## src/rtl/bram_boot_loader_pkg.sv

```systemverilog
// -----------------------------------------------------------------------------
// bram_boot_loader_pkg
//   Shared definitions for the blram boot loader: loader state encoding and
//   the byte counts of the header and data-word fields of a load frame.
// -----------------------------------------------------------------------------
package bram_boot_loader_pkg;

  // Loader state machine encoding.
  typedef enum logic [2:0] {
    ST_HDR   = 3'd0,  // collecting ADDR[15:0] and CNT[15:0]
    ST_DATA  = 3'd1,  // collecting the 4 bytes of one data word
    ST_WRITE = 3'd2,  // single-cycle blram write of the assembled word
    ST_HOLD  = 3'd3,  // keeping the CPU in reset after the last write
    ST_RUN   = 3'd4   // CPU owns the blram write/address port
  } state_t;

  localparam int HDR_BYTES  = 4;
  localparam int WORD_BYTES = 4;

endpackage : bram_boot_loader_pkg

```

## src/rtl/bram_boot_loader.sv

```systemverilog
// -----------------------------------------------------------------------------
// bram_boot_loader
//   Upstream stage of the blram program memory. Receives a big-endian byte
//   stream frame (ADDR[15:0], CNT[15:0], CNT x 32-bit words), writes the words
//   into consecutive blram addresses, keeps the CPU in reset while loading and
//   for CPU_RST_HOLD cycles afterwards, then hands the blram write/address port
//   to the CPU. A reload pulse in RUN starts a new frame.
//
// Ports
//   clk           in   1       system clock, rising edge
//   rst           in   1       asynchronous active-low reset
//   in_valid      in   1       byte stream valid
//   in_data       in   8       byte stream data
//   in_ready      out  1       byte accepted when in_valid & in_ready at posedge
//   reload        in   1       one-cycle pulse, restarts loading (RUN only)
//   cpu_wrEn      in   1       CPU write enable
//   cpu_addr      in   ADDR_W  CPU address
//   cpu_data      in   32      CPU write data
//   ram_we        out  1       blram write enable
//   ram_addr      out  ADDR_W  blram address
//   ram_wdata     out  32      blram write data
//   cpu_rst       out  1       active-high reset to the CPU
//   load_done     out  1       high in RUN
//   words_loaded  out  16      data words written in the current/last frame
// -----------------------------------------------------------------------------
module bram_boot_loader
  import bram_boot_loader_pkg::*;
#(
  parameter int ADDR_W       = 14,
  parameter int CPU_RST_HOLD = 10
) (
  input  logic              clk,
  input  logic              rst,
  input  logic              in_valid,
  input  logic [7:0]        in_data,
  output logic              in_ready,
  input  logic              reload,
  input  logic              cpu_wrEn,
  input  logic [ADDR_W-1:0] cpu_addr,
  input  logic [31:0]       cpu_data,
  output logic              ram_we,
  output logic [ADDR_W-1:0] ram_addr,
  output logic [31:0]       ram_wdata,
  output logic              cpu_rst,
  output logic              load_done,
  output logic [15:0]       words_loaded
);

  localparam int         HOLD_W    = (CPU_RST_HOLD > 1) ? $clog2(CPU_RST_HOLD) : 1;
  localparam logic [HOLD_W-1:0] HOLD_LAST = HOLD_W'(CPU_RST_HOLD - 1);
  localparam logic [1:0] HDR_LAST  = 2'(HDR_BYTES - 1);
  localparam logic [1:0] WORD_LAST = 2'(WORD_BYTES - 1);

  state_t              state_q, state_d;
  logic [1:0]          byte_idx_q, byte_idx_d;
  logic [31:0]         shift_q, shift_d;
  logic [ADDR_W-1:0]   ld_addr_q, ld_addr_d;     // next loader write address
  logic [15:0]         cnt_q, cnt_d;             // words still to write
  logic [15:0]         words_q, words_d;
  logic [HOLD_W-1:0]   hold_q, hold_d;
  logic [ADDR_W-1:0]   wr_addr_q, wr_addr_d;     // loader-side ram_addr, held after the write
  logic [31:0]         wr_data_q, wr_data_d;     // loader-side ram_wdata

  logic                accept;
  logic [31:0]         shift_next;
  logic                run;

  assign run        = (state_q == ST_RUN);
  assign in_ready   = (state_q == ST_HDR) || (state_q == ST_DATA);
  assign accept     = in_valid && in_ready;
  assign shift_next = {shift_q[23:0], in_data};

  assign cpu_rst      = !run;
  assign load_done    = run;
  assign words_loaded = words_q;

  // Port mux: the CPU drives blram only in RUN; otherwise the loader's
  // registered write signals are presented and the cpu_* inputs are ignored.
  assign ram_we    = run ? cpu_wrEn : (state_q == ST_WRITE);
  assign ram_addr  = run ? cpu_addr : wr_addr_q;
  assign ram_wdata = run ? cpu_data : wr_data_q;

  always_comb begin
    state_d    = state_q;
    byte_idx_d = byte_idx_q;
    shift_d    = shift_q;
    ld_addr_d  = ld_addr_q;
    cnt_d      = cnt_q;
    words_d    = words_q;
    hold_d     = hold_q;
    wr_addr_d  = wr_addr_q;
    wr_data_d  = wr_data_q;

    unique case (state_q)
      ST_HDR: begin
        if (accept) begin
          shift_d    = shift_next;
          byte_idx_d = byte_idx_q + 2'd1;
          if (byte_idx_q == HDR_LAST) begin
            byte_idx_d = 2'd0;
            // ADDR occupies the upper half of the header, CNT the lower half.
            ld_addr_d  = ADDR_W'(shift_next[31:16]);
            cnt_d      = shift_next[15:0];
            if (shift_next[15:0] == 16'd0) begin
              state_d = ST_HOLD;
              hold_d  = '0;
            end else begin
              state_d = ST_DATA;
            end
          end
        end
      end

      ST_DATA: begin
        if (accept) begin
          shift_d    = shift_next;
          byte_idx_d = byte_idx_q + 2'd1;
          if (byte_idx_q == WORD_LAST) begin
            byte_idx_d = 2'd0;
            wr_addr_d  = ld_addr_q;
            wr_data_d  = shift_next;
            state_d    = ST_WRITE;
          end
        end
      end

      ST_WRITE: begin
        ld_addr_d = ld_addr_q + 1'b1;  // wraps at 2^ADDR_W by width
        words_d   = words_q + 16'd1;
        cnt_d     = cnt_q - 16'd1;
        if (cnt_q == 16'd1) begin
          state_d = ST_HOLD;
          hold_d  = '0;
        end else begin
          state_d = ST_DATA;
        end
      end

      ST_HOLD: begin
        if (hold_q == HOLD_LAST) begin
          state_d = ST_RUN;
        end else begin
          hold_d = hold_q + 1'b1;
        end
      end

      ST_RUN: begin
        if (reload) begin
          state_d    = ST_HDR;
          words_d    = 16'd0;
          byte_idx_d = 2'd0;
        end
      end

      default: begin
        state_d    = ST_HDR;
        byte_idx_d = 2'd0;
      end
    endcase
  end

  always_ff @(posedge clk or negedge rst) begin
    if (!rst) begin
      state_q    <= ST_HDR;
      byte_idx_q <= 2'd0;
      shift_q    <= 32'd0;
      ld_addr_q  <= '0;
      cnt_q      <= 16'd0;
      words_q    <= 16'd0;
      hold_q     <= '0;
      wr_addr_q  <= '0;
      wr_data_q  <= 32'd0;
    end else begin
      state_q    <= state_d;
      byte_idx_q <= byte_idx_d;
      shift_q    <= shift_d;
      ld_addr_q  <= ld_addr_d;
      cnt_q      <= cnt_d;
      words_q    <= words_d;
      hold_q     <= hold_d;
      wr_addr_q  <= wr_addr_d;
      wr_data_q  <= wr_data_d;
    end
  end

endmodule : bram_boot_loader

```

## config.mk

```make
export PLATFORM = sky130hd
export DESIGN_NAME = bram_boot_loader
export DESIGN_NICKNAME = d
export VERILOG_FILES = /design/src/rtl/bram_boot_loader_pkg.sv /design/src/rtl/bram_boot_loader.sv
export SDC_FILE = /design/constraint.sdc
export NUM_CORES = 1
export LEC_CHECK = 0
export BUFFER_PORTS_ARGS = -buffer_cell sky130_fd_sc_hd__buf_4
export CORE_AREA = 3 3 149 151
export CTS_BUF_LIST = sky130_fd_sc_hd__clkbuf_4
export DETAILED_ROUTE_END_ITERATION = 8
export DIE_AREA = 0 0 152 154
export PLACE_DENSITY = 0.5
export SLEW_MARGIN = 0
export SYNTH_ARGS = -nofsm -noshare
export SYNTH_HDL_FRONTEND = slang
export SYNTH_SLANG_ARGS = --single-unit
```

## constraint.sdc

```tcl
create_clock -name clk -period 5.85 [get_ports clk]
set_input_delay 1.17 -clock clk [delete_from_list [all_inputs] [get_ports clk]]
set_output_delay 1.17 -clock clk [all_outputs]
set_load 0.005 [all_outputs]
```

==> results of run 1 <==
[power groups by stage]
stage	Combinational (mW)	Clock [mW]	Sequential, mW
3_3_place_gp	1.28	0	1.62
5_1_grt	1.47	0.634	1.68
6_report	1.31	0.571	1.62
2_1_floorplan	0.873	0	1.46
4_1_cts	1.32	0.591	1.62
3_5_place_dp	1.31	0	1.64
[per-stage QoR]
stage               hold WS [ns]  power (mW)  instance area, µm²  utilization, %  instances
floorplan                 0.4444       2.335                6254               -        564
global placement          0.4635       2.900                7430           35.46        936
detailed placement        0.4841       2.949                7430           35.46        936
CTS                       0.4988       3.533                7681           36.66        967
global route              0.5200       3.788                7684           36.67        968
finish                    0.4878       3.497                7684           36.67        968
[flip-flops by register name, indices dropped and copies added, names as in the netlist]
register and cells:
hold_q 4, wr_data_q 32, byte_idx_q 2, wr_addr_q 14, ld_addr_q 14, shift_q 24, state_q 3, cnt_q 16
words_loaded 16
[placed cells by master (no fill, tap or decap), types with 2 or more instances in the layout]
cell / count
buf_4: 130
dfrtp_1: 125
mux2_2: 107
a21oi_1: 41
nand2_1: 40
o21ai_0: 37
nor2_1: 24
clkbuf_4: 20
nand3_1: 19
o22ai_1: 18
xor2_1: 13
inv_1: 9
nand4_1: 9
nor4_1: 9
mux2_1: 8
nor3_1: 7
ha_1: 7
clkinv_1: 5
and2_1: 4
and4_1: 4
or3_1: 4
xnor2_1: 4
nand2b_1: 3
nand3b_1: 3
clkinv_2: 3
nor2_2: 2
nor3_2: 2
a2bb2oi_1: 2
nor3b_1: 2
a31oi_1: 2
o21a_1: 2
o32ai_1: 2
and3_1: 2
bufinv_16: 2
[worst register-to-register path: cells and delay by family, from the launching register on]
kind / cells / cell delay [ns]
buffers and inverters: 3 / 1.00
multiplexers: 1 / 0.33
AND/OR/NAND/NOR: 3 / 0.87
flip-flops: 1 / 0.39
[cell usage after synthesis (2+ instances only)]
cell type and n:
nand4_1 9, nand3_1 20, a2bb2oi_1 2, nor3b_1 2
clkbuf_1 17, nor3_1 8, o21a_1 2, and3_1 2
o21ai_0 37, ha_1 7, xor2_1 13, inv_1 9
nor2_2 2, buf_2 10, mux2_1 8, or3_1 4
buf_4 3, xnor2_1 4, nand3b_1 3, nand2_1 40
dfrtp_1 125, a21oi_1 41, mux2_2 107, nor4_1 9
o22ai_1 18, and2_1 4, and4_1 4, buf_6 3
a31oi_1 2, nand2b_1 3, nor2_1 24, o32ai_1 2
[final cells by class]
type                            instances  area (µm²)
Timing Repair Buffer                  131       996.0
Clock buffer                           20       150.1
Multi-Input combinational cell        395        2924
Clock inverter                         11       101.3
Inverter                               10       37.54
Antenna cell                            1       2.502
Tap cell                              275       344.1
Fill cell                            2116       13270
Sequential cell                       125        3128
[kinds of logic after synthesis]
logic type | share of synthesized area [%]
buffers and inverters | 3.381
multiplexers | 20.87
XOR/XNOR | 2.381
AND/OR/NAND/NOR | 11.42
AO/OA/AOI/OAI | 10.52
adder cells (fa/ha/maj) | 1.400
flip-flops | 50.02
[layer usage]
layer  up-vias  track usage, %  wire, µm
li1       2289               -         -
met1      2396           19.98      7628
met2       187           21.02      7384
met3        16           4.503      1215
met4         0           4.024       220
met5         -               0         0
[final timing paths]
| kind | end | cells after the start |
|---|---|---|
| max in group asynchronous | wr_addr_q[8]$_DFFE_PN0P_ | 2 |
| setup reg to reg | wr_data_q[19]$_DFFE_PN0P_ | 7 |
| setup / recovery | ram_wdata[22] | 5 |
| min in group asynchronous | words_loaded[10]$_DFFE_PN0P_ | 1 |
| hold reg to reg | hold_q[3]$_DFFE_PN0P_ | 1 |
| hold / removal | hold_q[3]$_DFFE_PN0P_ | 1 |
==> flow_summary_export.csv, run 1 <==
group,metric,value,unit
clocking,cts_tree,"built",
synth,syn_area,6253,µm²
worst_setup_path,cp.required,4.68,ns
worst_setup_path,timing.critical_path.from,"state_q[2]$_DFFE_PN0P_",
routing,wl_per_cell,16.99,µm
routing,wl,16450,µm
synth,yosysTopAreaCell,"dfrtp_1",
synth,synth_top_area_share,50.02,%
routing,drt_pre_antenna_iters,5,
routing,viasPerCell,5.050,
synth,synth_cells,564,
global_routing,antenna_found_initial,1,
min_path,min_path_type,"register to register",
sta,final_hold_viol_count,0,
synth,ys_ff_latch,125,
min_path,hold_start,"hold_q[3]$_DFFE_PN0P_",
synth,synth_warnings,0,
power_and_ir_drop,swShare,35.63,%
clocking,clk_pin_slew_worst_paths,0.10,ns
clocking,clock-sinks,125,
worst_setup_path,slowest_stage,"dfrtp_1",
power_and_ir_drop,p_int,2.251,mW
worst_setup_path,criticalPathCategory,"register to output pin",
synth,yosysSeqAreaShare,50.02,%
place,port_buffers,124,
synth,synth_edf_count,0,
clocking,htreeDepth,4,
worst_setup_path,path_buf_inv,3,
power_and_ir_drop,cellLeakagePower,3.378,nW
sta,max_freq,264.2,MHz
sta,post-route-min-period,3.786,ns
die,core,20960,µm²
worst_setup_path,max_stage_delay,0.51,ns
worst_setup_path,cpLargestDelayFamily,"buffers and inverters",
clocking,hold_buffers,0,
power_and_ir_drop,p_seq_share,46.3,%
sta,rsz0062_at_grt,"no",
clocking,root_buffer,"clkbuf_4",
run,cap_viol_max_count,0,
worst_setup_path,r2r_start,"state_q[1]$_DFFE_PN0P_",
sta,fin_setup_tns,0,ns
worst_setup_path,cp_max_fo,48,
sta,setup_violations,0,
routing,drtIter0Drc,407,
sta,skew,0.02043,ns
clocking,cts_made_buffers,17,
finish,area_growth,22.87,%
sta,slew_viol_final,0,
worst_setup_path,path_cells,"inv_1, nor3_1, inv_2, mux2_1, buf_4",
place,place_ws,2.607,ns
place,dp_hpwl,11290,µm
clocking,cts_setup_buffers,0,
routing,ant_nets,0,
clocking,clock_latency,0.54,ns
die,design.die.area,23410,µm²
synth,async_flop_share,100.0,%
sta,fin_crit_sh,64.71,%
power_and_ir_drop,combPwrFrac,37.4,%
synth,synthFlopType,"dfrtp_1",
global_routing,grt_first_pass_wirelength,26710,µm
sta,fin_ws,2.064,ns
run_status,status,"completed",
finish,drive_gt1_share,39.45,%
die,fp.dieH,154,µm
die,die_w,152,µm
power_and_ir_drop,peakVddDrop,0.1439,mV
synth,syn-num-nets,630,
die,initial_core_util,29.84,%
place,gp_congestion,0.7765,
worst_setup_path,startpoint_type,"register",
routing,vias,4888,
power_and_ir_drop,power_density,455.1,nW/µm²
worst_setup_path,cp.arrival,2.62,ns
global_routing,grt.total_usage,14.19,%
global_routing,grt_max_degree,81,
global_routing,grt_pass1_vias,4869,
power_and_ir_drop,p_clk_share,16.3,%
power_and_ir_drop,switchingPower,1.246,mW
synth,synth_cell_types,52,
global_routing,grt-ovfl-total,0,
routing,drc,0,
sta,tightestPinTransition,1.053,ns
finish,final_nets,746,
die,pin_count,125,
synth,yosys-top-cells-area,"dfrtp_1 (50%), mux2_2 (19%), a21oi_1 (3.3%)",
clocking,clock_path_buffers,2,
sta,relSlewSlack,29.80,%
synth,syn_area_per_cell,11.09,µm²
clocking,cts_resized,0,
worst_setup_path,endpoint_kind,"output pin",
worst_setup_path,r2r_slack,3.16,ns
die,rows,53,
Note: power is estimated with default switching activity, not from simulation.
==> inputs of run 2 (changes only) <==
PLACE_DENSITY = 0.52   (was 0.5)
clock period = 3.4 ns   (was 5.85 ns; I/O delays follow)
==> run 2 against run 1 <==
  * Die area unchanged
  * Highest routed layer unchanged
  * Sequential power rose by 72%
  * Count of clock-buffer cells in the layout stayed put
  * Total power is 75% higher
  * First-iteration DRC count shrank 13%
  * Critical path depth unchanged
  * Cell area grew 0.94%
  * Largest power group unchanged
==> flow_summary_export.csv, run 2 (synthesis gave the netlist of run 1 again) <==
group,metric,value,unit
routing,drt_pre_antenna_iters,5,
run_status,status,"completed",
routing,vias,4847,
worst_setup_path,startpoint_type,"register",
worst_setup_path,path_cells,"inv_1, nor3_2, inv_4, mux2_1, buf_4",
clocking,clk_pin_slew_worst_paths,0.11,ns
clocking,clock_latency,0.53,ns
finish,top_regs,"wr_data_q (32), shift_q (24)",
run,cap_viol_max_count,0,
finish,area_growth,24.03,%
global_routing,grt-ovfl-total,0,
sta,setup_violations,0,
global_routing,grt_first_pass_wirelength,26510,µm
sta,relSlewSlack,54.66,%
finish,final_common_cell,"buf_4",
clocking,cts_tree,"built",
global_routing,antenna_found_initial,1,
power_and_ir_drop,cellLeakagePower,3.399,nW
global_routing,grt.total_usage,14.05,%
worst_setup_path,slowest_stage,"dfrtp_1",
die,initial_core_util,29.84,%
routing,ant_nets,0,
sta,final_hold_viol_count,0,
worst_setup_path,cp.arrival,2.31,ns
finish,drive_gt1_share,40.35,%
worst_setup_path,max_stage_delay,0.51,ns
power_and_ir_drop,switchingPower,2.169,mW
sta,rsz0062_at_grt,"no",
power_and_ir_drop,power_density,790.6,nW/µm²
power_and_ir_drop,p_int,3.963,mW
clocking,cts_made_buffers,17,
finish,final_cell_mix,"buf_4 (130), dfrtp_1 (125), mux2_2 (107)",
power_and_ir_drop,p_seq_share,45.5,%
sta,hold_slack,0.06156,ns
sta,max_freq,334.6,MHz
sta,post-route-min-period,2.989,ns
sta,skew,0.01483,ns
sta,tightestPinTransition,0.6760,ns
worst_setup_path,cp_max_fo,48,
min_path,min_path_type,"primary input to asynchronous set/reset pin",
die,pin_count,125,
power_and_ir_drop,peakVddDrop,0.2708,mV
worst_setup_path,cp.required,2.72,ns
routing,drc,0,
sta,slew_viol_final,0,
worst_setup_path,cpLargestDelayFamily,"buffers and inverters",
global_routing,grt-busiest-layer,"met2",
routing,viasPerCell,4.997,
routing,wl,16340,µm
routing,drtIter0Drc,354,
global_routing,grt_use_met3,4.278,%
sta,fin_setup_tns,0,ns
sta,fin_crit_sh,87.90,%
global_routing,grtUsageMet1,19.80,%
die,die_w,152,µm
finish,largest-register,"wr_data_q",
clocking,hold_buffers,0,
routing,wl_per_cell,16.84,µm
place,placed_cells,937,
worst_setup_path,endpoint_kind,"output pin",
worst_setup_path,criticalPathCategory,"register to output pin",
power_and_ir_drop,power.total,6.132,mW
power_and_ir_drop,combPwrFrac,36.8,%
global_routing,grt_max_degree,65,
place,port_buffers,124,
die,design.die.area,23410,µm²
finish,postLayoutCoreUtil,37.01,%
place,gp_congestion,0.8083,
finish,final_nets,747,
clocking,clock_path_buffers,2,
global_routing,grt_pass1_vias,4838,
clocking,htreeDepth,4,
power_and_ir_drop,swShare,35.37,%
die,fp.dieH,154,µm
clocking,root_buffer,"clkbuf_4",
place,dp_hpwl,11590,µm
die,core,20960,µm²
worst_setup_path,path_buf_inv,3,
die,rows,53,
global_routing,met2_usage,21.04,%
power_and_ir_drop,p_clk_share,17.7,%
finish,instances_no_fill,970,
clocking,clock-sinks,125,
finish,largest_reg_flops,32,
==> run 2: cell types whose count changed in the layout (fill, tap and decap cells not counted), sizes merged <==
| cell | previous run | this run |
|---|---|---|
| clkinvlp | 1 | 5 |
| bufinv | 2 | 3 |
| clkinv | 8 | 4 |
| buf | 131 | 132 |
==> run 2: power groups by stage <==
stage	sequential, mW	combinational [mW]	clock, mW
3_3_place_gp	2.78	2.21	0
5_1_grt	2.89	2.53	1.20
3_5_place_dp	2.82	2.28	0
2_1_floorplan	2.52	1.50	0
6_report	2.79	2.26	1.09
4_1_cts	2.78	2.29	1.13
==> run 2: metrics by stage <==
stage	instance area, µm²	setup slack [ns]
after floorplan	6254	1.070
after global placement	7450	0.7280
after detailed placement	7450	0.6089
after CTS	7749	0.1095
after global routing	7756	0.2022
final	7756	0.4114
==> run 2: what timing repair did <==
| item | in CTS | in global routing |
|---|---|---|
| hold endpoints to repair | 0 | 0 |
| resized for setup | 1 | 1 |
| setup endpoints to repair | 2 | 43 |
| buffers inserted | 0 | 0 |
==> run 2: area by class of cell <==
| class | instances | area (µm²) |
|---|---|---|
| inverters | 10 | 40.04 |
| repair buffers | 132 | 1016 |
| well taps | 275 | 344.1 |
| clock buffers | 20 | 150.1 |
| diodes | 1 | 2.502 |
| clock inverters | 12 | 146.4 |
| fillers | 2124 | 13200 |
| flip-flops and latches | 125 | 3128 |
| multi-input cells | 395 | 2929 |
==> run 2: layer usage <==
layer  up-vias  part of all wire [%]  routed length [µm]
li1       2306                     -                   -
met1      2365                    47                7667
met5         -                     0                   0
met2       164                    45                7370
met3        12                   6.8                1107
met4         0                   1.2                 193
==> run 2: final timing paths <==
path	start	to	slack, ns	cells after the start
setup / recovery	state_q[2]$_DFFE_PN0P_	ram_wdata[4]	0.41	5
hold / removal	rst	words_loaded[5]$_DFFE_PN0P_	0.06	1
setup reg to reg	state_q[1]$_DFFE_PN0P_	wr_data_q[16]$_DFFE_PN0P_	0.97	6
hold reg to reg	hold_q[3]$_DFFE_PN0P_	hold_q[3]$_DFFE_PN0P_	0.49	1
max in group asynchronous	rst	wr_data_q[13]$_DFFE_PN0P_	2.52	2
min in group clk	reload	state_q[2]$_DFFE_PN0P_	0.37	2
==> run 2: worst register-to-register path, stage by stage (launching register included) <==
cell and delay (ns):
dfrtp_1 0.40, buf_4 0.26, nor2_2 0.26, and2_1 0.20, nand3_2 0.47, buf_12 0.38
mux2_1 0.35
==> inputs of run 3 (changes only) <==
RECOVER_POWER = 25   (was default)
TNS_END_PERCENT = 100   (was default)
==> run 3 against run 2 <==
  * The flow now finishes with violations (max-capacitance violations, max-slew violations)
  * Clock skew unchanged
  * Cell area is essentially flat
  * Non-clock buffer count did not move
  * Count of clock-buffer cells in the layout unchanged
  * Hold slack improved by 0.30 ns
  * Flip-flop and latch count unchanged
  * Maximum frequency barely moved
  * Critical path type unchanged
  * Critical endpoint unchanged
  * Largest cell class unchanged
==> flow_summary_export.csv, run 3 (synthesis gave the netlist of run 1 again) <==
group,metric,value,unit
worst_setup_path,reg2reg_depth,6,
clocking,root_buffer,"clkbuf_4",
worst_setup_path,r2r_slack,0.97,ns
finish,largest_reg_flops,32,
finish,final_nets,747,
run_status,status,"finished with violations",
worst_setup_path,r2r_start,"state_q[1]$_DFFE_PN0P_",
min_path,hold_start,"reload",
worst_setup_path,criticalPathCategory,"register to output pin",
routing,vias,4855,
min_path,holdPathStages,2,
run_status,violations,"max-capacitance violations, max-slew violations",
die,pin_count,125,
worst_setup_path,cp.required,2.72,ns
routing,drt_pre_antenna_iters,5,
sta,max_freq,334.6,MHz
die,initial_core_util,29.84,%
min_path,hold_end,"state_q[2]$_DFFE_PN0P_",
clocking,clk_pin_slew_worst_paths,0.10,ns
finish,drive_gt1_share,40.20,%
clocking,clock_latency,0.53,ns
routing,drtIter0Drc,354,
finish,final_common_cell,"buf_4",
worst_setup_path,cp.arrival,2.31,ns
global_routing,grt_first_pass_wirelength,26510,µm
power_and_ir_drop,peakVddDrop,0.2709,mV
clocking,htreeDepth,4,
sta,skew,0.01483,ns
power_and_ir_drop,power.total,6.132,mW
worst_setup_path,r2r-end,"wr_data_q[16]$_DFFE_PN0P_",
sta,tightestPinTransition,1.683,ns
power_and_ir_drop,cellLeakagePower,3.395,nW
die,rows,53,
sta,relSlewSlack,-12.22,%
min_path,min_path_type,"primary input to register",
die,design.die.area,23410,µm²
place,gp_congestion,0.8083,
run,cap_viol_max_count,1,
sta,slew_viol_final,28,
power_and_ir_drop,power_density,790.9,nW/µm²
global_routing,grt_max_degree,65,
worst_setup_path,cp_max_fo,48,
place,port_buffers,124,
die,core,20960,µm²
global_routing,grt.total_usage,14.05,%
place,place_ws,0.6089,ns
sta,setup_violations,0,
finish,area_growth,23.97,%
sta,post-route-min-period,2.989,ns
clocking,cts_setup_buffers,0,
routing,ant_nets,0,
finish,nFillCells,2123,
worst_setup_path,startpoint_type,"register",
finish,largest-register,"wr_data_q",
worst_setup_path,endpoint_kind,"output pin",
routing,drc,0,
routing,wl_per_cell,16.85,µm
sta,rsz0062_at_grt,"no",
finish,final_cell_mix,"buf_4 (129), dfrtp_1 (125), mux2_2 (107)",
clocking,clock-sinks,125,
place,dp_hpwl,11590,µm
global_routing,antenna_found_initial,1,
routing,wl,16350,µm
sta,final_hold_viol_count,0,
die,die_w,152,µm
global_routing,grt_pass1_vias,4838,
clocking,hold_buffers,0,
die,fp.dieH,154,µm
clocking,cts_made_buffers,17,
clocking,clock_path_buffers,2,
sta,fin_crit_sh,87.90,%
routing,viasPerCell,5.005,
sta,fin_setup_tns,0,ns
global_routing,grt-ovfl-total,0,
sta,fin_ws,0.4112,ns
finish,top_regs,"wr_data_q (32), shift_q (24)",
clocking,cts_tree,"built",
## run 3: cell types whose count changed in the layout (fill, tap and decap cells not counted), sizes merged
cell / previous run / this run
clkbuf: 20 / 21
buf: 132 / 131
## run 3: critical path, stage by stage (launching register included)
cell	delay, ns
dfrtp_1	0.51
inv_1	0.12
nor3_2	0.27
inv_4	0.31
mux2_1	0.42
buf_4	0.14
## run 3: metrics by stage
| step | cell area (µm²) | instances | hold WS (ns) | util [%] |
|---|---|---|---|---|
| after CTS | 7749 | 969 | 0.03239 | 36.98 |
| after detailed placement | 7450 | 937 | 0.4807 | 35.55 |
| after floorplan | 6254 | 564 | 0.3844 | - |
| final | 7752 | 970 | 0.3665 | 37.00 |
| after global routing | 7752 | 970 | 0.3139 | 37.00 |
| after global placement | 7450 | 937 | 0.4630 | 35.55 |
## run 3: routing by layer
layer  global-route usage, %  vias up  share of wire (%)
met5                       0        -                  0
met4                   3.767        0                1.2
met1                   19.80     2371                 47
met2                   21.04      167                 45
li1                        -     2305                  -
met3                   4.278       12                6.8
## run 3: timing repair
action / in CTS / in global routing
endpoints found under the setup margin: 2 / 43
pin swaps: 0 / 0
gates resized for setup: 1 / 1
## run 3: area by class of cell
| class | count | area, µm² | area share [%] |
|---|---|---|---|
| Antenna cell | 1 | 2.502 | 0.03228 |
| Inverter | 10 | 40.04 | 0.5165 |
| Tap cell | 275 | 344.1 | 4.438 |
| Timing Repair Buffer | 132 | 1012 | 13.06 |
| Clock buffer | 20 | 150.1 | 1.937 |
| Multi-Input combinational cell | 395 | 2929 | 37.78 |
| Sequential cell | 125 | 3128 | 40.35 |
| Clock inverter | 12 | 146.4 | 1.888 |
## run 3: how the worst max path moves through the flow
stage                     slack (ns)             to                    from  cells past startpoint
after floorplan                 1.07   ram_wdata[3]  state_q[1]$_DFFE_PN0P_                      6
after global placement          0.73  ram_wdata[18]  state_q[0]$_DFFE_PN0P_                      4
after detailed placement        0.61   ram_wdata[3]  state_q[2]$_DFFE_PN0P_                      5
after CTS                       0.11   ram_wdata[3]  state_q[2]$_DFFE_PN0P_                      5
after global routing            0.20   ram_wdata[3]  state_q[2]$_DFFE_PN0P_                      5
final                           0.41   ram_wdata[4]  state_q[2]$_DFFE_PN0P_                      5
## run 3: power by group
group	switching, mW	internal (mW)	leakage [nW]	total, mW
combinational	0.945	1.31	1.73	2.26
clock	0.559	0.527	0.148	1.09
sequential	0.666	2.12	1.52	2.79
total	2.17	3.96	3.40	6.13
